[config.mk]
export PLATFORM = sky130hd
export DESIGN_NAME = mem_ctrl
export DESIGN_NICKNAME = d
export VERILOG_FILES = /design/src/rtl/mem_ctrl_pkg.sv /design/src/rtl/mem_wait_counter.sv /design/src/rtl/mem_ctrl.sv
export SDC_FILE = /design/constraint.sdc
export NUM_CORES = 1
export LEC_CHECK = 0
export CAP_MARGIN = 40
export CORE_MARGIN = 3
export CORE_UTILIZATION = 30
export CTS_CLUSTER_DIAMETER = 30
export DETAILED_ROUTE_END_ITERATION = 8
export DONT_BUFFER_PORTS = 1
export GPL_ROUTABILITY_DRIVEN = 1
export REMOVE_ABC_BUFFERS = 1
export SETUP_SLACK_MARGIN = 0.3
export SLEW_MARGIN = 20
export SYNTH_ARGS = -nofsm -noshare
export SYNTH_HDL_FRONTEND = slang
export SYNTH_SLANG_ARGS = --single-unit
[constraint.sdc]
create_clock -name clock -period 2.3 [get_ports clock]
set_input_delay 0.46 -clock clock [delete_from_list [all_inputs] [get_ports clock]]
set_output_delay 0.46 -clock clock [all_outputs]
set_load 0.1 [all_outputs]
[src/rtl/mem_ctrl_pkg.sv]
// Shared types for the SRAM access controller: FSM state encoding, requester IDs
// and the round-robin arbitration rule.
package mem_ctrl_pkg;

   typedef enum logic [1:0] {
      ST_IDLE   = 2'd0,
      ST_SETUP  = 2'd1,
      ST_ACCESS = 2'd2,
      ST_HOLD   = 2'd3
   } mc_state_e;

   typedef enum logic {
      REQ_FETCH = 1'b0,
      REQ_DATA  = 1'b1
   } mc_req_e;

   // On a tie the requester that did not win last time gets the port.
   function automatic mc_req_e pick_requester(input logic fetch_req, input logic data_req,
                                              input mc_req_e last_grant);
      mc_req_e winner;
      winner = REQ_FETCH;
      if (fetch_req && data_req) begin
         if (last_grant == REQ_FETCH) begin
            winner = REQ_DATA;
         end else begin
            winner = REQ_FETCH;
         end
      end else if (data_req) begin
         winner = REQ_DATA;
      end
      return winner;
   endfunction

endpackage

[src/rtl/mem_wait_counter.sv]
// Loadable down-counter timing the OE/WE strobe; 'last' flags the final wait cycle.
module mem_wait_counter #(
   parameter int WAIT_STATES = 1
) (
   input  logic clock,
   input  logic reset,
   input  logic load,
   input  logic dec,
   output logic last
);

   localparam int CNT_W = $clog2(WAIT_STATES + 1);

   logic [CNT_W-1:0] count_q;
   logic [CNT_W-1:0] count_d;

   always_comb begin
      count_d = count_q;
      if (load) begin
         count_d = CNT_W'(WAIT_STATES);
      end else if (dec && (count_q != '0)) begin
         count_d = count_q - CNT_W'(1);
      end
   end

   always_ff @(posedge clock or negedge reset) begin
      if (!reset) begin
         count_q <= '0;
      end else begin
         count_q <= count_d;
      end
   end

   assign last = (count_q == CNT_W'(1));

endmodule

[src/rtl/mem_ctrl.sv]
// Asynchronous SRAM controller: arbitrates fetch and data requesters and sequences
// CS/OE/WE through setup, access and hold phases. Every output comes straight from a flop.
module mem_ctrl
   import mem_ctrl_pkg::*;
#(
   parameter int WAIT_STATES = 1,
   parameter int ADDR_W      = 16,
   parameter int DATA_W      = 16
) (
   input  logic              clock,
   input  logic              reset,
   input  logic              fetchReq,
   input  logic [ADDR_W-1:0] fetchAddr,
   output logic              fetchAck,
   input  logic              dataReq,
   input  logic              dataWrite,
   input  logic [ADDR_W-1:0] dataAddr,
   input  logic [DATA_W-1:0] dataWData,
   output logic              dataAck,
   output logic [DATA_W-1:0] rdData,
   output logic              busy,
   output logic [ADDR_W-1:0] memAddr,
   output logic [DATA_W-1:0] memDataOut,
   output logic              memDataOE,
   input  logic [DATA_W-1:0] memDataIn,
   output logic              memNotCS,
   output logic              memNotOE,
   output logic              memNotWE
);

   if (WAIT_STATES < 1) begin : g_bad_wait_states
      $error("mem_ctrl: WAIT_STATES must be at least 1");
   end

   mc_state_e         state_q, state_d;
   mc_req_e           last_grant_q, last_grant_d;
   mc_req_e           grant_q, grant_d;
   logic              write_q, write_d;
   logic [ADDR_W-1:0] mem_addr_q, mem_addr_d;
   logic [DATA_W-1:0] mem_data_out_q, mem_data_out_d;
   logic [DATA_W-1:0] rd_data_q, rd_data_d;
   logic              not_cs_q, not_cs_d;
   logic              not_oe_q, not_oe_d;
   logic              not_we_q, not_we_d;
   logic              data_oe_q, data_oe_d;
   logic              fetch_ack_q, fetch_ack_d;
   logic              data_ack_q, data_ack_d;
   logic              busy_q, busy_d;
   logic              wait_last;

   mem_wait_counter #(
      .WAIT_STATES(WAIT_STATES)
   ) u_wait (
      .clock(clock),
      .reset(reset),
      .load (state_q == ST_SETUP),
      .dec  (state_q == ST_ACCESS),
      .last (wait_last)
   );

   always_comb begin
      state_d        = state_q;
      last_grant_d   = last_grant_q;
      grant_d        = grant_q;
      write_d        = write_q;
      mem_addr_d     = mem_addr_q;
      mem_data_out_d = mem_data_out_q;
      rd_data_d      = rd_data_q;

      case (state_q)
         ST_IDLE: begin
            if (fetchReq || dataReq) begin
               grant_d      = pick_requester(fetchReq, dataReq, last_grant_q);
               last_grant_d = grant_d;
               state_d      = ST_SETUP;
               if (grant_d == REQ_DATA) begin
                  write_d    = dataWrite;
                  mem_addr_d = dataAddr;
                  if (dataWrite) begin
                     mem_data_out_d = dataWData;
                  end
               end else begin
                  write_d    = 1'b0;
                  mem_addr_d = fetchAddr;
               end
            end
         end
         ST_SETUP: begin
            state_d = ST_ACCESS;
         end
         ST_ACCESS: begin
            if (wait_last) begin
               state_d = ST_HOLD;
               if (!write_q) begin
                  rd_data_d = memDataIn;
               end
            end
         end
         ST_HOLD: begin
            state_d = ST_IDLE;
         end
         default: begin
            state_d = ST_IDLE;
         end
      endcase

      // Strobes and acks are decoded from the next state so they register with it.
      busy_d      = (state_d != ST_IDLE);
      not_cs_d    = !busy_d;
      not_oe_d    = !((state_d == ST_ACCESS) && !write_d);
      not_we_d    = !((state_d == ST_ACCESS) && write_d);
      data_oe_d   = busy_d && write_d;
      fetch_ack_d = (state_d == ST_HOLD) && (grant_d == REQ_FETCH);
      data_ack_d  = (state_d == ST_HOLD) && (grant_d == REQ_DATA);
   end

   always_ff @(posedge clock or negedge reset) begin
      if (!reset) begin
         state_q        <= ST_IDLE;
         last_grant_q   <= REQ_FETCH;
         grant_q        <= REQ_FETCH;
         write_q        <= 1'b0;
         mem_addr_q     <= '0;
         mem_data_out_q <= '0;
         rd_data_q      <= '0;
         not_cs_q       <= 1'b1;
         not_oe_q       <= 1'b1;
         not_we_q       <= 1'b1;
         data_oe_q      <= 1'b0;
         fetch_ack_q    <= 1'b0;
         data_ack_q     <= 1'b0;
         busy_q         <= 1'b0;
      end else begin
         state_q        <= state_d;
         last_grant_q   <= last_grant_d;
         grant_q        <= grant_d;
         write_q        <= write_d;
         mem_addr_q     <= mem_addr_d;
         mem_data_out_q <= mem_data_out_d;
         rd_data_q      <= rd_data_d;
         not_cs_q       <= not_cs_d;
         not_oe_q       <= not_oe_d;
         not_we_q       <= not_we_d;
         data_oe_q      <= data_oe_d;
         fetch_ack_q    <= fetch_ack_d;
         data_ack_q     <= data_ack_d;
         busy_q         <= busy_d;
      end
   end

   assign fetchAck   = fetch_ack_q;
   assign dataAck    = data_ack_q;
   assign rdData     = rd_data_q;
   assign busy       = busy_q;
   assign memAddr    = mem_addr_q;
   assign memDataOut = mem_data_out_q;
   assign memDataOE  = data_oe_q;
   assign memNotCS   = not_cs_q;
   assign memNotOE   = not_oe_q;
   assign memNotWE   = not_we_q;

endmodule
### Word level (Yosys, flattened, before mapping)

Index checks and enable logic that the tools add are counted.

* bits in registers: 61
* latch bits: 0
* RAM bits: 0
* bits in read-only memories: 0
* input bits: 69
* output and inout port bits: 55
* word-level logic and storage cells: 57
* memories kept: 0

* $add $sub $neg: 1
* multiply operators: 0
* divide/modulo/power cells: 0
* order comparisons: 0
* equal/unequal tests: 5
* shift-type cells: 0
* muxes and demuxes: 16
* bitwise gates (word level): 2
* reductions and logical operators: 18

Operator list (count)
* $mux 16: 1
* $mux 1: 12
* $eq 2x2->1 const B: 4
* $pmux 2 s4: 1
* $logic_and 1x1->1: 7
* $logic_not 1->1: 4
* $mux 2: 2
* $reduce_and 4->1: 1
* $reduce_bool 2->1: 2
* $reduce_and 3->1: 1
* $eq 2x1->1 const B: 1
* $logic_not 2->1: 1
* $not 1->1: 2
* $reduce_and 2->1: 1
* $logic_or 1x1->1: 1
* $sub 1x1->1 const B: 1

### Depth between registers and ports, before layout

* depth after elaboration: 10
* mapped depth: 6
* gate-level depth less buffers: 6

### Modules after synthesis

From an unflattened synthesis, not the netlist that was laid out.

* cell total of the unflattened synthesis: 181
* area total of the unflattened synthesis: 2452.4 µm²

By module, submodules not included
* mem_ctrl: times used 1, cells an instance 178, area each 2416.1 µm², seq. area each 1505.2 µm²
* mem_wait_counter: times used 1, cells an instance 3, area each 36.3 µm², seq. area each 25.0 µm²

### Worst setup path before layout

Ideal clock, no wire load.

* path type: register to register
* start: register state_q[0]
* end: register not_we_q, in the netlist memNotWE
* library setup time: 88 ps
* arrival: 1643 ps
* required time: 2212 ps
* path slack: 569 ps
* stages on the path, launching flop included: 7
* buffers on the path: 0
* period minus slack after synthesis: 1731 ps
* path through: dfrtp_1 > inv_1 > ha_1 > or4b_4 > o21ai_4 > inv_4 > or3_1

* word-level cells in the longest chain between the ends: 5
* elaborated cells on any way between the ends: 11
* those cells by class: 4 x eq/ne; 4 x mux; 3 x reduce/logical

Ends and longest elaborated chain
* from (decl): line mem_ctrl.sv:35 `mc_state_e state_q, state_d;`
* from (signal assigned): line mem_ctrl.sv:134 `state_q <= state_d;`
* $eq 2x2->1 (tied with other cells): line mem_ctrl.sv:70 `case (state_q)`
* $pmux 2 s4 *: line mem_ctrl.sv:70
* net state_d[0]: line mem_ctrl.sv:35
* $eq 2x2->1 *: line mem_ctrl.sv:111 `not_we_d = !((state_d == ST_ACCESS) && write_d);`
* $logic_and 1x1->1 *: line mem_ctrl.sv:111
* $logic_not 1->1 *: line mem_ctrl.sv:111
* net not_we_d: line mem_ctrl.sv:44 `logic not_we_q, not_we_d;`
* to (signal assigned): line mem_ctrl.sv:143 `not_we_q <= not_we_d;`
* to (decl): line mem_ctrl.sv:44

Mark *: on every way through the listed nets, which the timed path passes. The rest lies on a longest branch.
A chain may end at the register's enable or synchronous reset.

### Final worst setup path

Same ends and word-level chain as after synthesis.

==> results.cfg <==
[synthesis]
synth_cell_types = 31
synth_area_um2 = 2464
syn_inst = 181
ys_ff_latch = 61
yosysWarnings = 0
synth_flop_cell = dfrtp_1
synth_edf_count = 0
async_flop_share = 1.000
yosysSeqAreaShare = 0.6211
syn_area_per_cell_um2 = 13.61

[clock_tree]
cts_max_path_buffers = 2
cts.sinks = 61
numCtsBuffers = 9
cts_root_buffer = clkbuf_8
cts_tree = yes
htreeDepth = 3
path_clk_slew_ns = 0.06
clock_latency_ns = 0.33

[sta]
hold_viol = 0
setup_tns_ns = 0
clock_skew_ns = 0.006661
rsz0062_at_grt = no
worst_pin_slew_ns = 0.9146
max_freq_mhz = 553.8
relSlewSlack = 0.3903
post-route-period-util = 0.7851
slew_violations = 0
final-setup-viol-count = 0
period_needed_ns = 1.806

[finish]
diodes = 0
drive_gt1_frac = 0.3623
fillCellCount = 718
syn2layout_area_growth_pct = 48.50
nNetsFinal = 333
final_cell_mix = dfrtp_1 (58), mux2_2 (28), buf_4 (22)
layout_commonest_cell = dfrtp_1

[floorplanning]
floorplan.initialDensity = 0.3139
die_y_um = 96.62
io_pins = 124
rows = 32
die_w_um = 96.62
coreArea_um2 = 7848
die-area_um2 = 9335

[route]
drt-met1-wl_mm = 2.222
vias = 1686
drcViolationCount = 0
initialDrtViolationCount = 43
dr_wl_met2_mm = 2.645
wire_per_inst_um = 14.94
dr_wl_met3_um = 501
wl_mm = 5.483
viasPerCell = 4.594
highest_layer = met4
dr.pass1.iters = 2
ant_nets = 0

[critical_path]
cpPeakStageDelay_ns = 0.49
required_ns = 2.55
start_kind = register
cp-end-kind = register
worstPathArrival_ns = 2.06
path_class = reg2reg
worstPathCellList = inv_1, ha_1, or4b_4, o21ai_4, inv_4, or3_1
path_max_fanout = 5
slowest_stage = or4b_4

[grt]
grt_max_degree = 62
overflow = 0
grt_pass1_vias = 1630
grt_first_pass_wirelength_mm = 8.473
grt_usage = 0.1157
antenna_found_initial = 0

[status]
status = finished clean

[place]
dp_hpwl_mm = 3.587
place_congestion = 0.7394
port_buffers = 0

[run]
maxCapViolCount = 0

[hold_path]
hold_class = in2reg
registers in the layout, indices dropped and copies added (netlist names), 2 cells and up:
| signal | flops |
|---|---|
| rdData | 16 |
| state_q | 2 |
| memDataOut | 16 |
| memAddr | 16 |
per-layer routing:
layer	track usage	up-vias
met5	0	-
li1	-	791
met4	0.06371	0
met2	0.1667	88
met1	0.1416	795
met3	0.05552	12
final timing paths:
kind | start | endpoint | slack [ns] | cells after the start
worst max-delay path | state_q[0] | memNotWE | 0.49 | 6
worst min-delay path | memDataIn[10] | rdData[10] | 0.26 | 1
worst max register to register | state_q[0] | memNotWE | 0.49 | 6
worst min register to register | memAddr[2] | memAddr[2] | 0.51 | 2
max in group asynchronous | reset | memNotCS | 1.33 | 2
min in group asynchronous | reset | memDataOut[8] | 0.65 | 2
Yosys cell counts, drive strengths merged (2+ instances only):
master   n  area share
ha       4       0.020
clkbuf   3      0.0046
dfstp    3       0.032
mux2i   16       0.065
o21ai   18       0.041
dfrtp   58        0.59
nand3    3      0.0081
inv      7       0.012
buf      4      0.0091
nand2   18       0.027
o21a     2      0.0061
mux2    32        0.15
per-stage QoR:
| step | util | worst slack, ns | cell area (um^2) | cells | hold WS (ns) |
|---|---|---|---|---|---|
| floorplan | - | 0.2132 | 2430 | 174 | 0.1644 |
| global placement | 0.3474 | 0.4801 | 2726 | 298 | 0.1657 |
| detailed placement | 0.3873 | 0.4251 | 3039 | 318 | 0.1657 |
| CTS | 0.4129 | 0.4073 | 3241 | 336 | 0.2328 |
| global route | 0.4662 | 0.3845 | 3659 | 367 | 0.2413 |
| finish | 0.4662 | 0.4943 | 3659 | 367 | 0.2636 |
logic make-up (layout without fill, tap and decap cells):
| group | count (synthesis) | after routing | share of synthesized area |
|---|---|---|---|
| AND/OR/NAND/NOR | 28 | 28 | 0.05536 |
| flip-flops | 61 | 61 | 0.6211 |
| AO/OA/AOI/OAI | 26 | 26 | 0.06653 |
| adder cells (fa/ha/maj) | 4 | 4 | 0.02032 |
| multiplexers | 48 | 48 | 0.2113 |
| buffers and inverters | 14 | 98 | 0.02539 |
final cells by class:
type                    count  area [um^2]  share of cell area
clock inverters             3        15.01            0.004104
inverters                   7        28.78            0.007866
clock buffers              13        148.9             0.04070
well taps                 102        127.6             0.03488
multi-input cells         106        882.1              0.2411
repair buffers             75        925.9              0.2531
flip-flops and latches     61         1530              0.4183
repair_timing:
| item | 4_1_cts | 5_1_grt |
|---|---|---|
| buffers inserted | 0 | 0 |
| gates resized for setup | 0 | 1 |
| endpoints found under the hold margin | 61 | 0 |
| hold buffers | 2 | 0 |
| endpoints found under the setup margin | 0 | 16 |
critical path, delay by kind of cell, from the launching register on:
kind                       cells  cell delay (ns)
adders and majority gates      1             0.22
DFF                            1             0.41
AOI/OAI and AO/OA              1             0.12
and+or+nand+nor                2             0.83
buffers and inverters          2             0.16
Power is not shown: default switching activity piles up to over one toggle a cycle in this logic, so the estimate is an artifact.
